--- src/rtl/uart_rx.sv ---
// 8N1 UART receiver: two-flop input synchronizer, mid-bit sampling FSM,
// and a registered byte/strobe output that only changes on a good frame.
module uart_rx #(
  parameter int CLKS_PER_BIT = 434
) (
  input  logic       clk,
  input  logic       rst,
  input  logic       rx,
  output logic [7:0] d0,
  output logic       dv0,
  output logic       frame_err
);

  localparam int CW = $clog2(CLKS_PER_BIT);
  localparam int HALF = CLKS_PER_BIT / 2;
  localparam logic [CW-1:0] CNT_HALF = CW'(HALF - 1);
  localparam logic [CW-1:0] CNT_FULL = CW'(CLKS_PER_BIT - 1);

  typedef enum logic [2:0] {
    S_IDLE,
    S_START,
    S_DATA,
    S_STOP,
    S_BREAK
  } state_t;

  state_t        state_q, state_d;
  logic          rx_meta_q, rx_meta_d;
  logic          rx_s_q, rx_s_d;
  logic [CW-1:0] cnt_q, cnt_d;
  logic [2:0]    bit_q, bit_d;
  logic [7:0]    shift_q, shift_d;
  logic [7:0]    d0_q, d0_d;
  logic          dv0_q, dv0_d;
  logic          ferr_q, ferr_d;

  always_comb begin
    rx_meta_d = rx;
    rx_s_d    = rx_meta_q;
    state_d   = state_q;
    cnt_d     = cnt_q + 1'b1;
    bit_d     = bit_q;
    shift_d   = shift_q;
    d0_d      = d0_q;
    dv0_d     = 1'b0;
    ferr_d    = 1'b0;

    case (state_q)
      S_IDLE: begin
        // Counter is held at zero so the first START cycle counts as 0.
        cnt_d = '0;
        if (!rx_s_q) begin
          state_d = S_START;
          bit_d   = '0;
        end
      end
      S_START: begin
        if (cnt_q == CNT_HALF) begin
          cnt_d   = '0;
          state_d = rx_s_q ? S_IDLE : S_DATA;
        end
      end
      S_DATA: begin
        if (cnt_q == CNT_FULL) begin
          cnt_d          = '0;
          shift_d[bit_q] = rx_s_q;
          if (bit_q == 3'd7) begin
            state_d = S_STOP;
          end else begin
            bit_d = bit_q + 3'd1;
          end
        end
      end
      S_STOP: begin
        if (cnt_q == CNT_FULL) begin
          cnt_d = '0;
          if (rx_s_q) begin
            d0_d    = shift_q;
            dv0_d   = 1'b1;
            state_d = S_IDLE;
          end else begin
            ferr_d  = 1'b1;
            state_d = S_BREAK;
          end
        end
      end
      S_BREAK: begin
        // A line held low after a bad stop bit is one error, not a stream of them.
        cnt_d = '0;
        if (rx_s_q) begin
          state_d = S_IDLE;
        end
      end
      default: begin
        cnt_d   = '0;
        state_d = S_IDLE;
      end
    endcase
  end

  always_ff @(posedge clk) begin
    if (rst) begin
      rx_meta_q <= 1'b1;
      rx_s_q    <= 1'b1;
      state_q   <= S_IDLE;
      cnt_q     <= '0;
      bit_q     <= '0;
      shift_q   <= '0;
      d0_q      <= '0;
      dv0_q     <= 1'b0;
      ferr_q    <= 1'b0;
    end else begin
      rx_meta_q <= rx_meta_d;
      rx_s_q    <= rx_s_d;
      state_q   <= state_d;
      cnt_q     <= cnt_d;
      bit_q     <= bit_d;
      shift_q   <= shift_d;
      d0_q      <= d0_d;
      dv0_q     <= dv0_d;
      ferr_q    <= ferr_d;
    end
  end

  assign d0        = d0_q;
  assign dv0       = dv0_q;
  assign frame_err = ferr_q;

endmodule

--- config.mk ---
export PLATFORM = sky130hd
export DESIGN_NAME = uart_rx
export DESIGN_NICKNAME = d
export VERILOG_FILES = /design/src/rtl/uart_rx.sv
export SDC_FILE = /design/constraint.sdc
export NUM_CORES = 1
export LEC_CHECK = 0
export CAP_MARGIN = 10
export CORE_MARGIN = 5
export CORE_UTILIZATION = 55
export DETAILED_ROUTE_END_ITERATION = 8
export PLACE_DENSITY_LB_ADDON = 0.05
export SYNTH_ARGS = -nofsm -noshare
export SYNTH_HDL_FRONTEND = slang
export SYNTH_SLANG_ARGS = --single-unit
--- constraint.sdc ---
create_clock -name clk -period 3.42 [get_ports clk]
set_clock_uncertainty 0.2 [all_clocks]
set_input_delay 0.513 -clock clk [delete_from_list [all_inputs] [get_ports clk]]
set_output_delay 0.513 -clock clk [all_outputs]
set_load 0.005 [all_outputs]
After elaboration in Yosys (flattened, before gate mapping)

Index checks and enable logic that the tools add are counted.

Register bits after elaboration: 35
Bits of input ports: 3

Add/subtract/negate cells: 2
$lt $le $gt $ge: 2
Equality and inequality tests: 14
Mux-type cells: 21
Bitwise logic cells: 2
Reductions and logical operators: 9

Operators by type and width:

| operator              | number |
|---|---|
| $mux W3               | 10 |
| $mux W9               | 2 |
| $pmux W9 S2           | 1 |
| $pmux W3 S5           | 1 |
| $ne A2 B2 Y1 const B  | 7 |
| $add A9 B1 Y9 const B | 1 |
| $eq A9 B8 Y1 const B  | 1 |
| $eq A9 B9 Y1 const B  | 1 |
| $bwmux W8             | 1 |
| $eq A3 B2 Y1 const B  | 2 |
| $eq A3 B3 Y1 const B  | 2 |
| $pmux W3 S2           | 1 |
| $reduce_and A6 Y1     | 1 |
| $lt A3 B4 Y1 const B  | 1 |
| $reduce_and A4 Y1     | 1 |
| $add A3 B1 Y3 const B | 1 |
| $demux W1 S3          | 1 |
| $eq A3 B1 Y1 const B  | 1 |
| $ge A3 B1 Y1 const B  | 1 |
| $logic_not A3 Y1      | 1 |
| $mux W1               | 3 |
| $reduce_and A3 Y1     | 1 |
| $reduce_or A3 Y1      | 1 |
| $mux W2               | 1 |
| 5 further kinds       | 6 |

Depth between registers and ports, before layout

Word-level depth: 5
Gate-level depth with buffers: 7

Worst setup path before layout

OpenSTA, ideal clock, no wires.

Path kind: reg2reg
Start point: register cnt_q[1]
End point: register cnt_q[2]
Library setup time: 0.064 ns
Arrival time: 1.548 ns
Required time: 3.156 ns
Slack: 1.608 ns
Cell stages (with the launch flop): 8
Buffers on the path: 1
Cells stage by stage: dfxtp_1 > inv_1 > ha_1 > nand4bb_1 > o21ai_2 > a2111o_1 > buf_6 > nor2_1

Word-level cells in the longest chain between the ends: 3
Elaborated cells between the ends (all ways): 6
Classes of those cells: add/sub (1); eq/ne (2); mux (3)

Ends and longest elaborated chain:

| element                                     | line       | source |
|---|---|---|
| start: declaration                          | 30         | `logic [CW-1:0] cnt_q, cnt_d;` |
| start signal: assignment                    | 116        | `cnt_q <= cnt_d;` |
| $add A9 B1 Y9, or another cell as far along | 41         | `cnt_d = cnt_q + 1'b1;` |
| $mux W9 (on tied branches)                  | 64, 75, 58 |  |
| $pmux W9 S2 (*)                             | 48         | `case (state_q)` |

Every way passes the cells marked *; elsewhere a longest branch is shown, timed or not.
A chain may end at the register's enable or synchronous reset.

Final worst setup path

Start point: register cnt_q[0]
End point: register cnt_q[6]

The elaborated chain is that of the path after synthesis.

==> key figures <==
Placed design
  – Number of port buffers: 12
  – RD Place Congestion: 0.790
  – Dpl hpwl: 2.19 mm
  – Setup slack at placement: 1.32 ns
  – Area post-placement: 1830 µm²

Yosys
  – Most frequent cell after synthesis: dfxtp_1
  – Fraction of registers with async set/reset: 0
  – Post-synth top area share: 0.408
  – Syn nets: 194
  – Synthesized cell area: 1720 µm²
  – Yosys reg bits: 35
  – Syn Area/Cell: 9.22 µm²
  – Post-synth top cells: dfxtp_1 (35), nor2_1 (23), o21ai_0 (11)
  – Post-Syn Instances: 186
  – Synth area leader: dfxtp_1
  – Ys flop type: dfxtp_1
  – EDFF count, synth: 0
  – Top cells by area, synth: dfxtp_1 (41%), mux2i_1 (5.3%), nor2_1 (5.0%)
  – Ys Warns: 0
  – Yosys cell types: 46
  – Register area share after synthesis: 0.408

Worst setup path
  – Crit Path Category: flip-flop to flip-flop
  – CP required: 3.44 ns
  – Critical path arrival: 2.11 ns
  – Critical path capture point type: flip-flop
  – Crit-path max FO: 9
  – Startpoint Class: flip-flop

Routing
  – Iteration-0 DRC Markers: 41
  – # DRC: 0
  – M1 wire length: 1.36 mm
  – Drt pass-1 iters: 4
  – Uppermost layer routed: met4
  – Met2 routed WL: 1.49 mm
  – Wirelength, routed: 3.02 mm
  – Antenna Nets Post-Route: 0
  – Wire length on met3: 115 µm
  – DR WL/cell: 12.6 µm
  – Via count: 1334
  – Via density per instance: 5.56

Power and ir drop
  – Max rail drop VDD: 0.000157 V
  – Clk pwr share: 0.341
  – Reg power frac: 0.634
  – Int Pwr: 511 µW
  – Leakage: 0.641 nW
  – Logic pwr share: 0.025
  – Total Power: 649 µW
  – Sw Pwr: 138 µW
  – Net Sw Frac: 0.213
  – Pwr Density: 344 nW/µm²

Clock network
  – Resized cells post-CTS: 0
  – Sink Count: 35
  – Clk_lat worst skew: 0.33 ns
  – Reg clk slew, reported paths: 0.10 ns
  – CTS Hold Bufs: 0
  – CTS Buf Count: 5
  – Max clock buf depth: 2
  – Post-CTS Setup Bufs: 0
  – CTS tree: yes
  – CTS root buf: clkbuf_4
  – Htree depth: 2

Global routing
  – Grt total ovfl: 0
  – Initial antenna violation count: 0
  – Largest net degree at the start of global routing: 32
  – Vias in the first global route: 1274
  – Overall Global Routing Usage: 0.164
  – First-pass GRT wire length: 5.53 mm

Floorplan
  – DIE AREA: 4340 µm²
  – Initial Util: 0.567
  – Top Ports: 13
  – Chip width: 65.8 µm
  – Row count: 20
  – Core footprint: 3030 µm²
  – Die Height: 65.8 µm

Job
  – Max-Cap Viols: 0

Final layout
  – Nets: 204
  – Area Overhead vs Synth: 9.92%
  – N_diodes: 0
  – Layout cells sized above 1: 0.122
  – Finished Cell Area: 1890 µm²

Run status
  – Status: completed

Hold path
  – Worst Hold Class: flip-flop to flip-flop

Timing
  – Setup WS post-layout: 1.33 ns
  – Period utilization: 0.611
  – Worst-Margin Slew: 0.509 ns
  – Final Hold Vio Count: 0
  – Fin Setup TNS: 0 ns
  – Worst rel slew slack: 0.660
  – Min cycle time layout: 2.09 ns
  – Pins over their slew limit: 0
  – Final setup vio count: 0
  – RSZ-0062 raised after global routing: no
  – Peak Freq: 479 MHz
## worst max-delay path: stages (launching register included)
cell	delay (ns)
dfxtp_1	0.45
ha_1	0.22
nand4bb_1	0.29
o21ai_2	0.34
a2111o_1	0.37
nor2_1	0.10
## cells by family (layout without fill, tap and decap cells)
group                      after synthesis  in the layout  share of synthesized area
DFF                                     35             35                      0.408
adders and majority gates                5              5                     0.0365
buffers and inverters                   16             26                     0.0532
AOI/OAI and AO/OA                       34             34                      0.123
muxes                                    9              9                     0.0525
xor gates and xnor gates                 7              7                     0.0357
and+or+nand+nor                         80             80                      0.290
## layout make-up
cell class                 count  area (µm²)
fill                         272        1140
multi-input combinational    135         923
sequential                    35         701
timing repair buffer          13         128
tap                           44        55.1
clock buffer                   6        51.3
inverter                       6        22.5
clock inverter                 1        5.00
## path summary, 6_finish.rpt
check	from	to	slack [ns]	depth (start not counted)
worst max register to register	cnt_q[0]	cnt_q[6]	1.33	5
worst min-delay path	rx_meta_q	rx_s_q	0.23	1
worst min register to register	rx_meta_q	rx_s_q	0.23	1
worst max-delay path	cnt_q[0]	cnt_q[6]	1.33	5
## placed cells by master, fill, tap and decap left out, types with 4 or more instances in the layout
cell,count
or2_2,4
nor2_1,23
xor2_1,6
nand4_1,9
nand3_1,10
nand2_1,5
a21oi_1,10
inv_1,6
ha_1,5
clkbuf_4,5
o21ai_0,11
dfxtp_1,35
mux2i_1,9
nor2b_1,4
clkdlybuf4s50_1,12
## flip-flops by register name (all words and copies together), names as in the netlist
register and cells:
cnt_q 9, d0 8, shift_q 8, bit_q 3
state_q 3, dv0 1, frame_err 1, rx_meta_q 1
rx_s_q 1
## per-stage QoR
stage	util	hold slack, ns	std cells
final	0.623	0.226	240
after global routing	0.623	0.242	240
after CTS	0.623	0.220	240
after detailed placement	0.604	0.198	233
after global placement	0.604	0.194	233
after floorplan	-	0.189	186
## power groups by stage
stage	clock network [mW]	logic (mW)	registers [mW]
after global placement	0	0.0160	0.421
after CTS	0.231	0.0164	0.412
final	0.221	0.0162	0.412
after detailed placement	0	0.0163	0.421
after global routing	0.248	0.0181	0.412
after floorplan	0	0.0133	0.419
## per-layer routing
layer | vias up | global-route usage
li1 | 684 | -
met1 | 626 | 0.187
met2 | 19 | 0.284
met3 | 5 | 0.0510
met4 | 0 | 0.0622
met5 | - | 0
Note: power is estimated with default switching activity, not from simulation.
==> RTL edit 1 (same flow settings) <==
Add an input register stage for `rx`, without a reset; this delays it by one clock.
--- a/src/rtl/uart_rx.sv
+++ b/src/rtl/uart_rx.sv
@@ -24,6 +24,12 @@
     S_BREAK
   } state_t;
 
+  logic rx_q;
+
+  always_ff @(posedge clk) begin
+    rx_q <= rx;
+  end
+
   state_t        state_q, state_d;
   logic          rx_meta_q, rx_meta_d;
   logic          rx_s_q, rx_s_d;
@@ -35,7 +41,7 @@
   logic          ferr_q, ferr_d;
 
   always_comb begin
-    rx_meta_d = rx;
+    rx_meta_d = rx_q;
     rx_s_d    = rx_meta_q;
     state_d   = state_q;
     cnt_d     = cnt_q + 1'b1;
Formal check against the unedited RTL: same outputs for any inputs over 10 cycles, from zero or initial values and one cycle with rst high; that may be too few to reach the edited logic, so the function may still have changed.
==> RTL edit 1 against the original RTL <==
Cell area grew 0.60%. Non-clock buffer count shrank 1. Largest cell class unchanged. Wire length grew 8.0%. Synthesized area shrank 2.2%. Die area shrank 1.9%. Combinational power grew 24%. Power grew 20%. Maximum frequency shrank 7.3%. Setup slack lost 0.16 ns. Sequential cell count grew 1.
==> RTL edit 1: results (changes against the original RTL) <==
Parameter                              Value

Run status
  Status ... completed (unchanged)

Placement
  Final HPWL from detailed placement ... 2320 microns (was 2190 microns)
  I/O Buffers ... 12 (unchanged)
  Area after detailed placement ... 1800 sq um (was 1830 sq um)
  Worst setup slack before clock tree synthesis ... 0.781 ns (was 1.32 ns)
  Weighted congestion at the end of routability-driven global placement ... 0.868 (was 0.790)

Timing
  Worst relative slew slack ... 63.2% (was 66.0%)

Global routing
  Global-route wire length before repair ... 5860 microns (was 5530 microns)
  Met3 demand-to-capacity share in global routing ... 4.10% (was 5.10%)
  Pin count of the biggest net entering global routing ... 19 (was 32)
  Met2 Usage GRT ... 27.4% (was 28.4%)
  Global-route track usage on met1 ... 23.2% (was 18.7%)
  Number of antenna violations at the first check in global routing ... 0 (unchanged)
  Number of global-route vias before repair ... 1294 (was 1274)
  Overall Global Routing Usage ... 17.8% (was 16.4%)

Synth
  Post-synth top cells ... dfxtp_1 (36), nand2_1 (25), nor2_1 (17) (was dfxtp_1 (35), nor2_1 (23), o21ai_0 (11))
  Unique masters post-synth ... 47 (was 46)
  Count of warnings emitted by yosys ... 0 (unchanged)
  Sequential share of the synthesized area ... 43.0% (was 40.8%)
  Number of synthesized flops with an enable pin ... 0 (unchanged)
  Number of nets produced by synthesis ... 189 (was 194)
  Main area contributors after synthesis ... dfxtp_1 (43%), mux2i_1 (9.5%), nand2_1 (5.6%) (was dfxtp_1 (41%), mux2i_1 (5.3%), nor2_1 (5.0%))

Worst setup path
  Maximum fanout along the worst path ... 18 (was 9)
  Arrival time of the worst setup path ... 2.28 ns (was 2.11 ns)

Cells and area
  Flip-flop count of the largest register after layout ... 9 (unchanged)
  Number of inserted filler cells in the final layout ... 261 (was 272)
  Share of post-route cells with drive strength above 1 ... 10.3% (was 12.2%)
  Layout Nets ... 201 (was 204)
  Top reg by flops ... cnt_q (unchanged)

Clock network
  Clock buffers created by TritonCTS ... 5 (unchanged)
  Bufs on Longest Clock Path ... 2 (unchanged)
  Clk_lat worst skew ... 0.35 ns (was 0.33 ns)
  CTS resizes ... 0 (unchanged)

Drt
  Router iterations before antenna repair ... 4 (unchanged)
  Detailed route wirelength on metal2 ... 1490 microns (about the same)
  Routed length per instance ... 14.3 microns (was 12.6 microns)
  DR vias/cell ... 5.85 (was 5.56)
  Violation count after the first detailed-route iteration ... 143 (was 41)
  Sum of routed wire segments on met1 ... 1550 microns (was 1360 microns)
  Met3 Routed Length ... 146 microns (was 115 microns)

Pwr
  Largest voltage drop on the vdd net ... 0.257 mV (was 0.157 mV)
  Static Leakage ... 0.733 nW (was 0.641 nW)
  Overall power of the completed layout ... 781 uW (was 649 uW)
## RTL edit 1: final timing paths
path | from | to | slack (ns) | depth (start not counted)
min reg2reg | rx_meta_q | rx_s_q | 0.22 | 1
max | rst | shift_q[2] | 1.17 | 4
min | rx_meta_q | rx_s_q | 0.22 | 1
max reg2reg | state_q[1] | cnt_q[5] | 1.45 | 4
## RTL edit 1: power by group
part           internal [mW]  total, mW  switching (mW)
clock network          0.194      0.335           0.141
registers              0.422      0.426         0.00432
logic                0.00739     0.0201          0.0128
## RTL edit 1: layout make-up
class,instances,area [sq um],share of cell area (%)
Timing Repair Buffer,12,120,6.33
Sequential cell,36,721,38.0
Clock buffer,7,65.1,3.43
Multi-Input combinational cell,134,905,47.7
Tap cell,33,41.3,2.18
Inverter,4,15.0,0.792
Clock inverter,1,30.0,1.58
## RTL edit 1: kinds of logic (layout without fill, tap and decap cells)
| group | Yosys count | after routing | synth area share [%] |
|---|---|---|---|
| flops | 36 | 36 | 43.0 |
| xor+xnor | 7 | 7 | 3.65 |
| simple gates | 89 | 89 | 29.8 |
| compound gates | 17 | 17 | 7.16 |
| buf+inv | 11 | 24 | 3.13 |
| fa+ha+maj | 5 | 5 | 3.73 |
| mux | 16 | 16 | 9.54 |
## RTL edit 1: metrics by stage
stage / std cells / util (%)
final: 227 / 63.7
after global routing: 227 / 63.7
after CTS: 227 / 63.7
after detailed placement: 219 / 60.5
after global placement: 219 / 60.5
after floorplan: 181 / -
## RTL edit 1: worst max-delay path: stages
cell and delay, ns:
clkdlybuf4s50_1 0.72, clkinv_1 0.51, nand2_1 0.40, mux2i_1 0.12
==> RTL edit 2 (same flow settings) <==
Made on the original files. Change the parameter `CLKS_PER_BIT` from 434 to 217.
--- a/src/rtl/uart_rx.sv
+++ b/src/rtl/uart_rx.sv
@@ -1,7 +1,7 @@
 // 8N1 UART receiver: two-flop input synchronizer, mid-bit sampling FSM,
 // and a registered byte/strobe output that only changes on a good frame.
 module uart_rx #(
-  parameter int CLKS_PER_BIT = 434
+  parameter int CLKS_PER_BIT = 217
 ) (
   input  logic       clk,
   input  logic       rst,
Formal check against the unedited RTL: no difference found for any inputs over 10 cycles, from zero or initial values and one cycle with rst high; that may be too few to reach the edited logic, so the function may still have changed.
==> RTL edit 2 against the original RTL <==
Core utilization up 1.8 points. Via count is 6.6% lower. Setup slack worse by 0.11 ns. Synthesized area fell by 7.8%. Cell area fell by 6.3%. Critical path type unchanged. Wire length shrank 1.6%. Hold slack improved by 0.0031 ns. Sequential cell count down 1. First-iteration DRC count is 34% higher. Critical path depth increased by 1. Critical endpoint is now state_q[1]. Die area fell by 6.6%.
Power is not compared: it rests on default switching activity, and its combinational part moved more than twofold at a synthesized area within 25%.
==> RTL edit 2: results (changes against the original RTL) <==
Parameter                              Value

Run status
  Status ... completed (unchanged)

Global routing
  Global-route wire length before repair ... 5090 microns (was 5530 microns)
  Number of antenna violations at the first check in global routing ... 0 (unchanged)
  Number of global-route vias before repair ... 1149 (was 1274)
  Total gr overflow ... 0 (unchanged)
  Pin count of the biggest net entering global routing ... 19 (was 32)
  Overall Global Routing Usage ... 15.9% (was 16.4%)

Worst setup path
  Crit. End Element ... flop (unchanged)
  Worst r2r path cells ... 6 (was 5)
  End of the worst register-to-register path ... state_q[1] (was cnt_q[6])
  Reg-to-reg setup timing slack ... 1.23 ns (was 1.33 ns)
  Family with the most delay on the worst path ... compound AO/OA/AOI/OAI gates (unchanged)
  Origin of the worst setup path ... bit_q[0] (was cnt_q[0])
  Critical Path Slowest Stage Cell ... o311ai_0 (was dfxtp_1)
  Delay of the slowest critical-path stage ... 0.51 ns (was 0.45 ns)
  Maximum fanout along the worst path ... 9 (unchanged)
  Arrival time of the worst setup path ... 2.24 ns (was 2.11 ns)

Synth
  Main area contributors after synthesis ... dfxtp_1 (43%), mux2i_1 (8.2%), nor2_1 (4.7%) (was dfxtp_1 (41%), mux2i_1 (5.3%), nor2_1 (5.0%))
  Number of nets produced by synthesis ... 178 (was 194)
  Unique masters post-synth ... 44 (was 46)
  Sequential share of the synthesized area ... 43.0% (was 40.8%)
  Post-synth top cells ... dfxtp_1 (34), nor2_1 (20), mux2i_1 (13) (was dfxtp_1 (35), nor2_1 (23), o21ai_0 (11))
  Most instantiated flip-flop cell in the synthesis netlist ... dfxtp_1 (unchanged)
  Count of warnings emitted by yosys ... 0 (unchanged)

Drt
  Violation count after the first detailed-route iteration ... 55 (was 41)
  DR vias/cell ... 5.82 (was 5.56)
  Met3 Routed Length ... 126 microns (was 115 microns)
  Detailed route wirelength on metal2 ... 1390 microns (was 1490 microns)
  Sum of routed wire segments on met1 ... 1380 microns (was 1360 microns)
  Drt total wl ... 2970 microns (was 3020 microns)

Clock network
  CTS resizes ... 0 (unchanged)
  CTS H-Tree Depth ... 2 (unchanged)
  Clock buffers created by TritonCTS ... 5 (unchanged)
  Bufs on Longest Clock Path ... 2 (unchanged)

Placement
  I/O Buffers ... 12 (unchanged)
  Weighted congestion at the end of routability-driven global placement ... 0.763 (was 0.790)
  Final HPWL from detailed placement ... 2160 microns (was 2190 microns)

Pwr
  Static Leakage ... 0.694 nW

Cells and area
  Number of inserted filler cells in the final layout ... 232 (was 272)
  Antenna Cells ... 0 (unchanged)
  Share of post-route cells with drive strength above 1 ... 10.9% (was 12.2%)
  Layout Nets ... 189 (was 204)

Hold path
  Hold Path Class ... reg -> reg (unchanged)

Timing
  Worst relative slew slack ... 56.4% (was 66.0%)
## RTL edit 2: changes by cell type in the layout (fill, tap and decap cells not counted), sizes merged, moves of 4 or more
cell	change
o21ai	-9
nand2b	+7
or3	+6
a21oi	-5
nand4	-5
mux2i	+4
## RTL edit 2: stage by stage
step | power (mW) | hold slack [ns] | instance area [sq um] | std cells | setup WS (ns)
CTS | 0.687 | 0.223 | 1770 | 214 | 1.22
detailed placement | 0.448 | 0.198 | 1700 | 206 | 1.12
finish | 0.677 | 0.229 | 1770 | 214 | 1.23
floorplan | 0.440 | 0.189 | 1580 | 171 | 1.53
global route | 0.715 | 0.239 | 1770 | 214 | 1.06
global placement | 0.447 | 0.192 | 1700 | 206 | 1.18
## RTL edit 2: layout make-up
class                           count  area (sq um)  area share, %
Clock buffer                        6          51.3           2.90
Clock inverter                      2          12.5          0.708
Inverter                            9          33.8           1.91
Multi-Input combinational cell    119           822           46.5
Sequential cell                    34           681           38.5
Tap cell                           31          38.8           2.20
Timing Repair Buffer               13           128           7.22
## RTL edit 2: power by group
part,internal (mW),switching (mW),leakage (nW)
sequential,0.399,0.00365,0.274
clock,0.0987,0.139,0.0343
combinational,0.0149,0.0220,0.385
## RTL edit 2: how the worst min path moves through the flow
stage	from	endpoint	slack, ns	cells after the start
floorplan	rx_meta_q	rx_s_q	0.19	1
global placement	rx_meta_q	rx_s_q	0.19	1
detailed placement	rx_meta_q	rx_s_q	0.20	1
CTS	rx_meta_q	rx_s_q	0.22	1
global route	rx_meta_q	rx_s_q	0.24	1
finish	rx_meta_q	rx_s_q	0.23	1
## RTL edit 2: cells by family (layout without fill, tap and decap cells)
logic type / count (synthesis) / count (layout) / synth area share, %
muxes: 13 / 13 / 8.23
DFF: 34 / 34 / 43.0
AOI/OAI and AO/OA: 21 / 21 / 10.0
xor gates and xnor gates: 6 / 6 / 3.32
adders and majority gates: 4 / 4 / 3.16
buffers and inverters: 18 / 30 / 4.98
and+or+nand+nor: 75 / 75 / 27.2
## RTL edit 2: routing by layer
layer / vias up / GRT usage, %
li1: 620 / -
met3: 7 / 6.04
met1: 596 / 18.6
met4: 0 / 7.53
met5: - / 0
met2: 23 / 25.4
